[src/rtl/step_counter_pkg.sv]
// Shared constants and helpers for the step_counter block.
package step_counter_pkg;

    // Direction select values for the dir input
    localparam logic DIR_UP   = 1'b0;
    localparam logic DIR_DOWN = 1'b1;

    // Overflow handling select values for the sat input
    localparam logic MODE_WRAP = 1'b0;
    localparam logic MODE_SAT  = 1'b1;

    // Largest value representable in 'width' bits (2^width - 1), width in 1..32
    function automatic logic [31:0] max_val(input int width);
        logic [31:0] result;
        if (width >= 32) begin
            result = 32'hFFFF_FFFF;
        end else begin
            result = (32'd1 << width) - 32'd1;
        end
        return result;
    endfunction

endpackage

[src/rtl/step_counter_adder.sv]
// Combinational WIDTH+1 bit add/subtract; the extra top bit is carry (add) or borrow (subtract).
module step_adder #(
    parameter int WIDTH = 4
) (
    input  logic [WIDTH-1:0] a,
    input  logic [WIDTH-1:0] b,
    input  logic             sub,
    output logic [WIDTH:0]   result
);

    // Zero-extend both operands so the MSB of the result captures carry or borrow
    always_comb begin
        if (sub) begin
            result = {1'b0, a} - {1'b0, b};
        end else begin
            result = {1'b0, a} + {1'b0, b};
        end
    end

endmodule

[src/rtl/step_counter.sv]
// Registered up/down counter with programmable step, load, and wrap/saturate overflow handling.
module step_counter
    import step_counter_pkg::*;
#(
    parameter int               WIDTH   = 4,
    parameter logic [WIDTH-1:0] RST_VAL = '0
) (
    input  logic             clk,
    input  logic             rst,
    input  logic             en,
    input  logic             dir,
    input  logic             sat,
    input  logic [WIDTH-1:0] step,
    input  logic             load,
    input  logic [WIDTH-1:0] load_val,
    output logic [WIDTH-1:0] count,
    output logic             ovf,
    output logic             unf,
    output logic             at_max,
    output logic             at_min
);

    localparam logic [WIDTH-1:0] MAX_COUNT = WIDTH'(max_val(WIDTH));

    logic [WIDTH:0]   adder_result;
    logic [WIDTH-1:0] count_next;
    logic             ovf_next;
    logic             unf_next;

    step_adder #(
        .WIDTH (WIDTH)
    ) u_adder (
        .a      (count),
        .b      (step),
        .sub    (dir),
        .result (adder_result)
    );

    // Next-value selection: load beats enable, then carry/borrow drives wrap or clamp
    always_comb begin
        count_next = count;
        ovf_next   = 1'b0;
        unf_next   = 1'b0;
        if (load) begin
            count_next = load_val;
        end else if (en) begin
            count_next = adder_result[WIDTH-1:0];
            if (adder_result[WIDTH]) begin
                if (dir == DIR_UP) begin
                    ovf_next = 1'b1;
                    if (sat == MODE_SAT) begin
                        count_next = MAX_COUNT;
                    end
                end else begin
                    unf_next = 1'b1;
                    if (sat == MODE_SAT) begin
                        count_next = '0;
                    end
                end
            end
        end
    end

    // State registers; reset has priority over everything else
    always_ff @(posedge clk) begin
        if (rst) begin
            count <= RST_VAL;
            ovf   <= 1'b0;
            unf   <= 1'b0;
        end else begin
            count <= count_next;
            ovf   <= ovf_next;
            unf   <= unf_next;
        end
    end

    // Terminal-value flags decoded straight from the registered count
    always_comb begin
        at_max = (count == MAX_COUNT);
        at_min = (count == '0);
    end

endmodule
[config.mk]
export PLATFORM = sky130hd
export DESIGN_NAME = step_counter
export DESIGN_NICKNAME = d
export VERILOG_FILES = /design/src/rtl/step_counter_pkg.sv /design/src/rtl/step_counter_adder.sv /design/src/rtl/step_counter.sv
export SDC_FILE = /design/constraint.sdc
export NUM_CORES = 1
export LEC_CHECK = 0
export BUFFER_PORTS_ARGS = -buffer_cell sky130_fd_sc_hd__buf_4
export CAP_MARGIN = 10
export CORE_MARGIN = 2
export CORE_UTILIZATION = 40
export CTS_BUF_LIST = sky130_fd_sc_hd__clkbuf_16
export DETAILED_ROUTE_END_ITERATION = 6
export PLACE_DENSITY = 0.68
export SYNTH_ARGS = -nofsm -noshare
export SYNTH_HDL_FRONTEND = slang
export SYNTH_SLANG_ARGS = --single-unit
[constraint.sdc]
create_clock -name clk -period 3.8 [get_ports clk]
set_input_delay 0.76 -clock clk [delete_from_list [all_inputs] [get_ports clk]]
set_output_delay 0.76 -clock clk [all_outputs]
set_load 0.05 [all_outputs]
# ---- Yosys cells after proc, flatten, opt, wreduce, memory -nomap -nowiden
# Index checks and enable logic that the tools add are counted.
dict set report op_classes {
  n_bitwise 2
  n_lt_le_gt_ge 0
  reduce_logical 3
  eq_ne 1
  n_mux 9
  div 0
  addsub 2
  n_shift 0
  multipliers 0
}
# op n
set op_table {}
lappend op_table {{4-bit two-way mux} 6}
lappend op_table {{4-bit by 4-bit adder with 5-bit output} 1}
lappend op_table {{5-bit two-way mux} 1}
lappend op_table {{4-bit by 4-bit subtractor with 5-bit output} 1}
lappend op_table {{4-bit == test, second input constant} 1}
lappend op_table {{4-bit logical NOT} 1}
lappend op_table {{4-bit OR reduction} 1}
lappend op_table {{1-bit two-way mux} 2}
lappend op_table {{1-bit NOT} 2}
lappend op_table {{2-bit nonzero test} 1}
dict set report word_totals {
  mem_count 0
  latchBits 0
  regBits 6
  inputBits 14
  ram_bits 0
  output_inout_bits 8
  rom_bits 0
  word_cells 20
}

# ---- Logic depth before layout (Yosys ltp)
# Gate-level depths: netlist of the first run.
dict set report depth {
  word_depth 7
  mapped_depth 9
  mapped_depth_nobuf 9
}

# ---- By module
# A second synthesis of the first run with hierarchy kept.
dict set report hier_totals {
  cells_unflattened 58
  hier_area_um2 495.5
}
# module cells_each seq_area_each_um2 area_per_inst_um2 n_inst
set by_module_without_submodules {}
lappend by_module_without_submodules {step_counter 31 120.1 289.0 1}
lappend by_module_without_submodules {step_adder 27 0.0 206.4 1}

# ---- Worst setup path before layout of the first run
# Ideal clock, no wire load.
dict set report synth_timing {
  path_type {flip-flop to output port}
  startpoint {register count[0]}
  endpoint {output port at_min}
  required_time_ns 3.040
  path_buffers 0
  path_stages_with_launch 2
  path_slack_ns 0.949
  arrival_time_ns 2.091
  cell_sequence {dfxtp_1 nor4_1}
}
dict set report synth_between {
  elab_chain_cells 1
}
# element line
set synth_rtl {}
lappend synth_rtl {{start, declared} step_counter.sv:16} ;# output logic [WIDTH-1:0] count,
lappend synth_rtl {{start signal, assigned} step_counter.sv:71} ;# count <= count_next;
lappend synth_rtl {{4-bit logical NOT} step_counter.sv:80} ;# at_min = (count == '0);
lappend synth_rtl {{end, declared} step_counter.sv:20} ;# output logic at_min
# No other way between the ends.

# ---- Worst setup path after layout of the first run
dict set report layout_timing {
  startpoint {input port step[0]}
  endpoint {register count[2]}
}
dict set report layout_between {
  elab_chain_cells 7
  elab_cells_between_ends 9
  cone_classes {add/sub: 2; mux: 7}
}
# element line
set layout_rtl {}
lappend layout_rtl {{start, declared} step_counter.sv:13} ;# input logic [WIDTH-1:0] step,
lappend layout_rtl {{4-bit by 4-bit adder with 5-bit output or 4-bit by 4-bit subtractor with 5-bit output (tied branches)} {step_counter_adder.sv:16, step_counter_adder.sv:14}}
lappend layout_rtl {{5-bit two-way mux (*)} step_counter_adder.sv:13} ;# if (sub) begin
lappend layout_rtl {{4-bit two-way mux, on equally long branches} {step_counter.sv:51, step_counter.sv:56}}
lappend layout_rtl {{4-bit two-way mux} step_counter.sv:49} ;# if (dir == DIR_UP) begin
lappend layout_rtl {{4-bit two-way mux (*)} step_counter.sv:48} ;# if (adder_result[WIDTH]) begin
lappend layout_rtl {{4-bit two-way mux (*)} step_counter.sv:46} ;# end else if (en) begin
lappend layout_rtl {{4-bit two-way mux (*)} step_counter.sv:44} ;# if (load) begin
# Every way passes the cells marked *; elsewhere a longest branch is shown, timed or not. The select of a mux whose other input is x is not followed.
# A chain may end at the register's enable or synchronous reset.

==> results of run 1 <==
## per-layer routing
layer,up-vias,part of all wire [%],track usage [%]
met5,-,0,0
li1,267,-,-
met4,0,4.3,16.9
met3,5,6.2,4.89
met2,16,45,23.0
met1,220,44,19.4
## cell usage in the layout (no fill, tap or decap), types with 3 or more instances in the layout
| cell type | count |
|---|---|
| dfxtp_1 | 6 |
| buf_4 | 21 |
| xnor2_1 | 3 |
| a31oi_1 | 4 |
| inv_1 | 4 |
| ha_1 | 5 |
| a21oi_1 | 4 |
| nor3b_1 | 4 |
| a21o_1 | 4 |
| nor2_1 | 3 |
| clkbuf_16 | 3 |
## where the power goes
group,internal [uW],switching (uW)
registers,68.9,6.91
logic,53.1,72.8
clock network,135,35.1
total,257,115
## cells by family after synthesis
family | count (synthesis) | share of synthesized area (%)
AOI/OAI and AO/OA | 18 | 25.3
and+or+nand+nor | 18 | 21.5
buffers and inverters | 6 | 6.79
adders and majority gates | 6 | 14.9
DFF | 6 | 21.7
xor gates and xnor gates | 5 | 7.92
muxes | 1 | 1.81
## worst max-delay path, delay by kind of cell
kind	cells	cell delay, ns
buffers and inverters	2	0.13
AO/OA/AOI/OAI	3	0.62
AND/OR/NAND/NOR	1	0.13
multiplexers	1	0.24
adder cells (fa/ha/maj)	2	0.55
## Yosys cell counts, types with 2 or more instances
cell and count:
dfxtp_1 6, ha_1 5, a21o_1 4, a21oi_1 4, a31oi_1 4, inv_1 4
nor3b_1 4, nor2_1 3, xnor2_1 3, buf_6 2, nor3_1 2, xor2_1 2
## how the worst min path moves through the flow
stage	end	cells past startpoint	slack, ns
final	count[0]	3	0.63
after global routing	count[0]	3	0.68
after CTS	count[0]	3	0.63
after detailed placement	count[0]	3	0.63
after global placement	count[0]	3	0.63
after floorplan	count[0]	3	0.80
## per-stage QoR
| stage | instance area [um2] | utilization [%] | power (uW) | instances | hold WS, ns |
|---|---|---|---|---|---|
| final | 782 | 60.1 | 372 | 97 | 0.626 |
| after CTS | 782 | 60.1 | 375 | 97 | 0.627 |
| after global placement | 707 | 54.3 | 202 | 94 | 0.630 |
| after detailed placement | 707 | 54.3 | 203 | 94 | 0.627 |
| after floorplan | 553 | - | 170 | 60 | 0.804 |
| after global routing | 782 | 60.1 | 392 | 97 | 0.676 |
## layout make-up
class,count,area (um2),share of cell area [%]
tap,15,18.8,2.40
inverter,4,15.0,1.92
clock buffer,3,75.1,9.60
timing repair buffer,21,158,20.2
multi-input combinational,48,395,50.6
sequential,6,120,15.4
## registers in the layout, indices dropped and copies added (netlist names)
| name | count |
|---|---|
| count | 4 |
| ovf | 1 |
| unf | 1 |
==> run summary, run 1 <==
status -> finished, final reports clean
Antenna Nets Post-Route -> 0
vias in the first global route -> 393
Setup crit end -> count[2]
initial antenna violation count -> 0
postcts setup bufs -> 0
Setup CP Type -> in2reg
Synth-to-Final Area Change -> 41.4%
setup repair after global routing missed its margin -> false
Worst setup EP type -> flop
num rows -> 13
Seq/Total Area, Yosys -> 21.7%
worst r2r src -> count[0]
worst skew pair latency -> 0.23 ns
asr flop ratio synth -> 0%
clk buf depth -> 2
Post-synth EDFFs -> 0
Slew Viols, Final -> 0
Antenna Diode Count -> 0
Final #Nets -> 104
post-cts sizing count -> 0
Top Ports -> 22
R2R cell count -> 8
CTS root buf -> clkbuf_16
die width -> 41.2 um
PortBufs -> 21
pin count of the biggest net entering global routing -> 10
Worst-Margin Slew -> 0.274 ns
H-tree Lvls -> 1
HP Class -> reg2reg
global placement routability congestion -> 0.767
Pwr Density -> 475 nW/um2
DR vias/cell -> 5.24
Synth top area share -> 21.7%
All-Layer GR Usage -> 16.6%
r2r setup slk -> 2.06 ns
Top FF cell, synth -> dfxtp_1
DR pass1 iterations -> 4
Synth cell types -> 29
cell taking the most area after synthesis -> dfxtp_1
fin crit share -> 59.6%
Mapped Nets -> 80
CP peak stage delay -> 0.31 ns
Final Worst Setup Slack -> 1.53 ns
quantity of hold-fixing buffers added after cts -> 0
VDD IR max -> 0.261 mV
Max FO, Critical Path -> 4
DR WL/cell -> 11.5 um
synth warn -> 0
clk slew on worst S/H paths -> 0.03 ns
r2r endpoint -> count[2]
leakage -> 0.000361 uW
Inserted Clock Buffers -> 3
DP HPWL -> 911 um
Setup-failing EPs final -> 0
startpoint types -> primary input
grt ovf -> 0
mapped cell area -> 553 um2
critical path arrival -> 2.42 ns
core area -> 1300 um2
crit path max-delay cell type -> a41o_1
#FFs+latches synth -> 6
drt initial violations -> 8
# clock sinks -> 6
Critical Path, Cell by Cell -> buf_4, inv_1, ha_1, mux2i_1, fa_1, nand3_2, a41o_1, a21o_1, a31oi_1
Die Ht -> 41.2 um
Routed Wire Length -> 1120 um
top post-synthesis cells by area -> dfxtp_1, ha_1, a21o_1
post-layout minimum cycle time -> 2.27 ns
first-pass GRT wire length -> 1690 um
Starting Density -> 42.5%
share of cells above drive strength 1 -> 39.0%
CTS tree -> built
worst setup path startpoint -> step[0]
Max Freq -> 441 MHz
Vias -> 508
Post-Syn Instances -> 60
DRC Markers -> 0
Placement Setup Slack -> 1.28 ns
final hold violations -> 0
mean post-synth cell area -> 9.22 um2
worst rel slew slack -> 81.2%
Data required, critical path -> 3.96 ns
Worst Skew -> 0.00108 ns
Hold Startpoint -> count[0]
max cap viols -> 0
filler cell count -> 124
setup TNS -> 0 ns
full die area -> 1700 um2
Power figures use the tool's default switching activity.
==> run 2, diff against run 1 <==
==> constraint.sdc (replaced) <==
create_clock -name clk -period 2.1 [get_ports clk]
set_input_delay 0.42 -clock clk [delete_from_list [all_inputs] [get_ports clk]]
set_output_delay 0.42 -clock clk [all_outputs]
set_load 0.05 [all_outputs]
==> run summary, run 2 (synthesized netlist as in run 1, its figures left out) <==
status -> finished, final reports clean
leakage -> 0.000385 uW
Worst-Margin Slew -> 0.270 ns
VDD IR max -> 0.409 mV
first-pass GRT wire length -> 1800 um
commonest non-fill, non-tap cell in the layout -> buf_4
drt initial violations -> 9
startpoint types -> primary input
Data required, critical path -> 2.26 ns
multi-input gate area in the final layout -> 405 um2
filler cell count -> 122
Antenna Diode Count -> 0
Placed Area -> 751 um2
max cap viols -> 0
postcts setup bufs -> 0
fin crit share -> 91.6%
CTS root buf -> clkbuf_16
post-route cell area -> 830 um2
num rows -> 13
Worst setup EP type -> flop
DR vias/cell -> 5.28
# clock sinks -> 6
Routed Wire Length -> 1220 um
Placement Setup Slack -> -0.114 ns
Synth-to-Final Area Change -> 50.0%
Worst Skew -> 0.00206 ns
pin count of the biggest net entering global routing -> 10
Antenna Nets Post-Route -> 0
post-layout minimum cycle time -> 1.92 ns
most frequent cells in the layout -> buf_4, dfxtp_1, ha_1
clk buf depth -> 2
Max Freq -> 520 MHz
PortBufs -> 21
Die Ht -> 41.2 um
core area -> 1300 um2
Pwr Density -> 838 nW/um2
Largest Register -> count
vias in the first global route -> 452
DR pass1 iterations -> 4
Setup-failing EPs final -> 0
worst rel slew slack -> 81.9%
H-tree Lvls -> 1
FF/Latch Area -> 120 um2
CTS tree -> built
worst skew pair latency -> 0.23 ns
die width -> 41.2 um
Final #Nets -> 109
full die area -> 1700 um2
Inserted Clock Buffers -> 3
grt ovf -> 0
share of cells above drive strength 1 -> 44.8%
max reg flops -> 4
Slew Viols, Final -> 0
setup repair after global routing missed its margin -> false
Starting Density -> 42.5%
clk slew on worst S/H paths -> 0.03 ns
All-Layer GR Usage -> 17.2%
Setup CP Type -> in2reg
final hold violations -> 0
Final Worst Setup Slack -> 0.176 ns
critical path arrival -> 2.08 ns
DRC Markers -> 0
Top Ports -> 22
worst hold margin -> 0.385 ns
DP HPWL -> 990 um
HP Class -> in2reg
global placement routability congestion -> 0.784
initial antenna violation count -> 0
Max FO, Critical Path -> 4
Largest regs -> count x4, ovf x1, unf x1
DR WL/cell -> 12.0 um
Vias -> 539
==> run 2: metal layers <==
metal	track usage [%]	routed length, um	vias to the layer above
li1	-	-	275
met1	19.2	563	240
met2	27.7	556	18
met3	4.89	68	6
met4	12.1	32	0
met5	0	0	-
==> run 2: area by class of cell <==
type,instances,share of cell area [%]
clock buffers,3,9.05
inverters,4,1.81
multi-input cells,48,48.9
flip-flops and latches,6,14.5
well taps,15,2.26
repair buffers,26,23.5
==> run 2: worst max-delay path, cell delays in order <==
cell     delay [ns]
buf_4          0.09
inv_1          0.04
ha_1           0.29
mux2i_2        0.23
fa_1           0.27
nand3_2        0.12
a41o_1         0.30
a21o_1         0.19
a31oi_1        0.12
==> run 2: per-stage QoR <==
step / power (uW) / cells / setup TNS (ns) / utilization (%)
after CTS: 695 / 102 / 0 / 63.5
final: 695 / 102 / 0 / 63.7
after floorplan: 310 / 60 / 0 / -
after detailed placement: 389 / 99 / -0.421 / 57.7
after global placement: 387 / 99 / -0.00511 / 57.7
after global routing: 729 / 102 / 0 / 63.7
==> run 2: repair_timing <==
| action | in CTS | in global routing |
|---|---|---|
| endpoints found under the setup margin | 0 | 1 |
| resized for setup | 0 | 1 |
| hold buffers | 0 | 0 |
==> run 2: final timing paths <==
kind,from,slack [ns],end,cells past startpoint
hold / removal,rst,0.39,count[1],2
hold reg to reg,count[0],0.58,count[0],3
setup / recovery,step[0],0.18,count[2],9
setup reg to reg,count[0],0.45,count[2],8
==> run 2: power breakdown <==
| part | internal [uW] | switching (uW) |
|---|---|---|
| Clock | 244 | 64.4 |
| Combinational | 111 | 139 |
| Sequential | 125 | 12.1 |
| Total | 480 | 215 |
==> run 3, diff against run 2 <==
--- a/config.mk
+++ b/config.mk
@@ -5,13 +5,14 @@
 export SDC_FILE = /design/constraint.sdc
 export NUM_CORES = 1
 export LEC_CHECK = 0
+export ABC_CLOCK_PERIOD_IN_PS = 2100
 export BUFFER_PORTS_ARGS = -buffer_cell sky130_fd_sc_hd__buf_4
 export CAP_MARGIN = 10
 export CORE_MARGIN = 2
 export CORE_UTILIZATION = 40
 export CTS_BUF_LIST = sky130_fd_sc_hd__clkbuf_16
 export DETAILED_ROUTE_END_ITERATION = 6
-export PLACE_DENSITY = 0.68
+export PLACE_DENSITY = 0.77
 export SYNTH_ARGS = -nofsm -noshare
 export SYNTH_HDL_FRONTEND = slang
 export SYNTH_SLANG_ARGS = --single-unit
==> run summary, run 3 (synthesized netlist as in run 1, its figures left out) <==
share of cells above drive strength 1 -> 41.7%
most frequent cells in the layout -> buf_4, dfxtp_1, ha_1
Worst-Margin Slew -> 0.260 ns
Setup-failing EPs final -> 0
final hold violations -> 0
VDD IR max -> 0.328 mV
setup repair after global routing missed its margin -> false
H-tree Lvls -> 1
switching share of total power -> 30.6%
Top Ports -> 22
commonest non-fill, non-tap cell in the layout -> buf_4
Largest Register -> count
DRC Markers -> 0
clk buf depth -> 2
post-route cell area -> 803 um2
DP HPWL -> 969 um
max cap viols -> 0
first-pass GRT wire length -> 1980 um
quantity of hold-fixing buffers added after cts -> 0
combinational power share -> 35.1%
postcts setup bufs -> 0
max reg flops -> 4
Placement Setup Slack -> -0.0833 ns
Final Util -> 61.7%
global placement routability congestion -> 0.817
full die area -> 1700 um2
DR pass1 iterations -> 2
Slew Viols, Final -> 0
Synth-to-Final Area Change -> 45.2%
Pwr Density -> 848 nW/um2
worst hold margin -> 0.392 ns
Max Freq -> 522 MHz
PortBufs -> 21
Final #Nets -> 106
CTS root buf -> clkbuf_16
core area -> 1300 um2
post-layout minimum cycle time -> 1.92 ns
Data required, critical path -> 2.25 ns
Routed Wire Length -> 1200 um
Switch Pwr -> 208 uW
die width -> 41.2 um
Worst setup EP type -> flop
Placed Area -> 728 um2
Inserted Clock Buffers -> 3
Largest regs -> count x4, ovf x1, unf x1
initial antenna violation count -> 0
pin count of the biggest net entering global routing -> 10
Starting Density -> 42.5%
internal power -> 473 uW
Antenna Nets Post-Route -> 0
startpoint types -> primary input
Setup CP Type -> in2reg
drt initial violations -> 3
CTS tree -> built
Antenna Diode Count -> 0
worst r2r src -> count[0]
num rows -> 13
Vias -> 532
grt ovf -> 0
# clock sinks -> 6
clock power share -> 44.4%
HP Class -> in2reg
Max FO, Critical Path -> 4
worst rel slew slack -> 82.2%
All-Layer GR Usage -> 18.5%
status -> finished, final reports clean
Hold Startpoint -> rst
Worst Skew -> 0.00153 ns
post-cts sizing count -> 0
clk slew on worst S/H paths -> 0.03 ns
fin crit share -> 91.3%
Final Worst Setup Slack -> 0.183 ns
Die Ht -> 41.2 um
Reg power frac -> 20.5%
DR WL/cell -> 12.1 um
worst skew pair latency -> 0.23 ns
DR vias/cell -> 5.37
worst setup path startpoint -> step[0]
vias in the first global route -> 515
Pwr Total -> 681 uW
leakage -> 0.000372 uW
critical path arrival -> 2.07 ns
==> run 3: area by class of cell <==
class,count,area (um2)
flip-flops and latches,6,120
well taps,15,18.8
inverters,4,15.0
multi-input cells,48,402
clock buffers,3,75.1
fillers,123,498
repair buffers,23,173
==> run 3: per-stage QoR <==
step	TNS [ns]	std cells
4_1_cts	0	99
2_1_floorplan	0	60
6_report	0	99
5_1_grt	0	99
3_3_place_gp	-0.0827	96
3_5_place_dp	-0.270	96
==> run 3: final timing paths <==
path	endpoint	slack, ns	depth (start not counted)
hold / removal	count[1]	0.39	2
hold reg to reg	count[0]	0.65	3
setup reg to reg	count[2]	0.33	8
setup / recovery	count[2]	0.18	9
==> run 3: power groups by stage <==
stage                     Sequential (uW)  Clock [uW]  Combinational (uW)
after global placement                140           0                 236
after global routing                  141         315                 261
after floorplan                       171           0                 139
final                                 140         303                 239
after detailed placement              141           0                 240
after CTS                             140         308                 241
==> run 3: metal layers <==
layer  vias up  global-route usage (%)  part of all wire, %
met5         -                       0                    0
li1        273                       -                    -
met2        16                    34.0                   52
met1       241                    17.9                   40
met3         2                    4.89                  5.8
met4         0                    12.1                  1.6
==> run 3: worst max-delay path, stage by stage <==
cell and delay (ns):
buf_4 0.09, inv_1 0.04, ha_1 0.27, mux2i_1 0.23, fa_1 0.28, nand3_2 0.13, a41o_1 0.30, a21o_1 0.18
a31oi_1 0.13
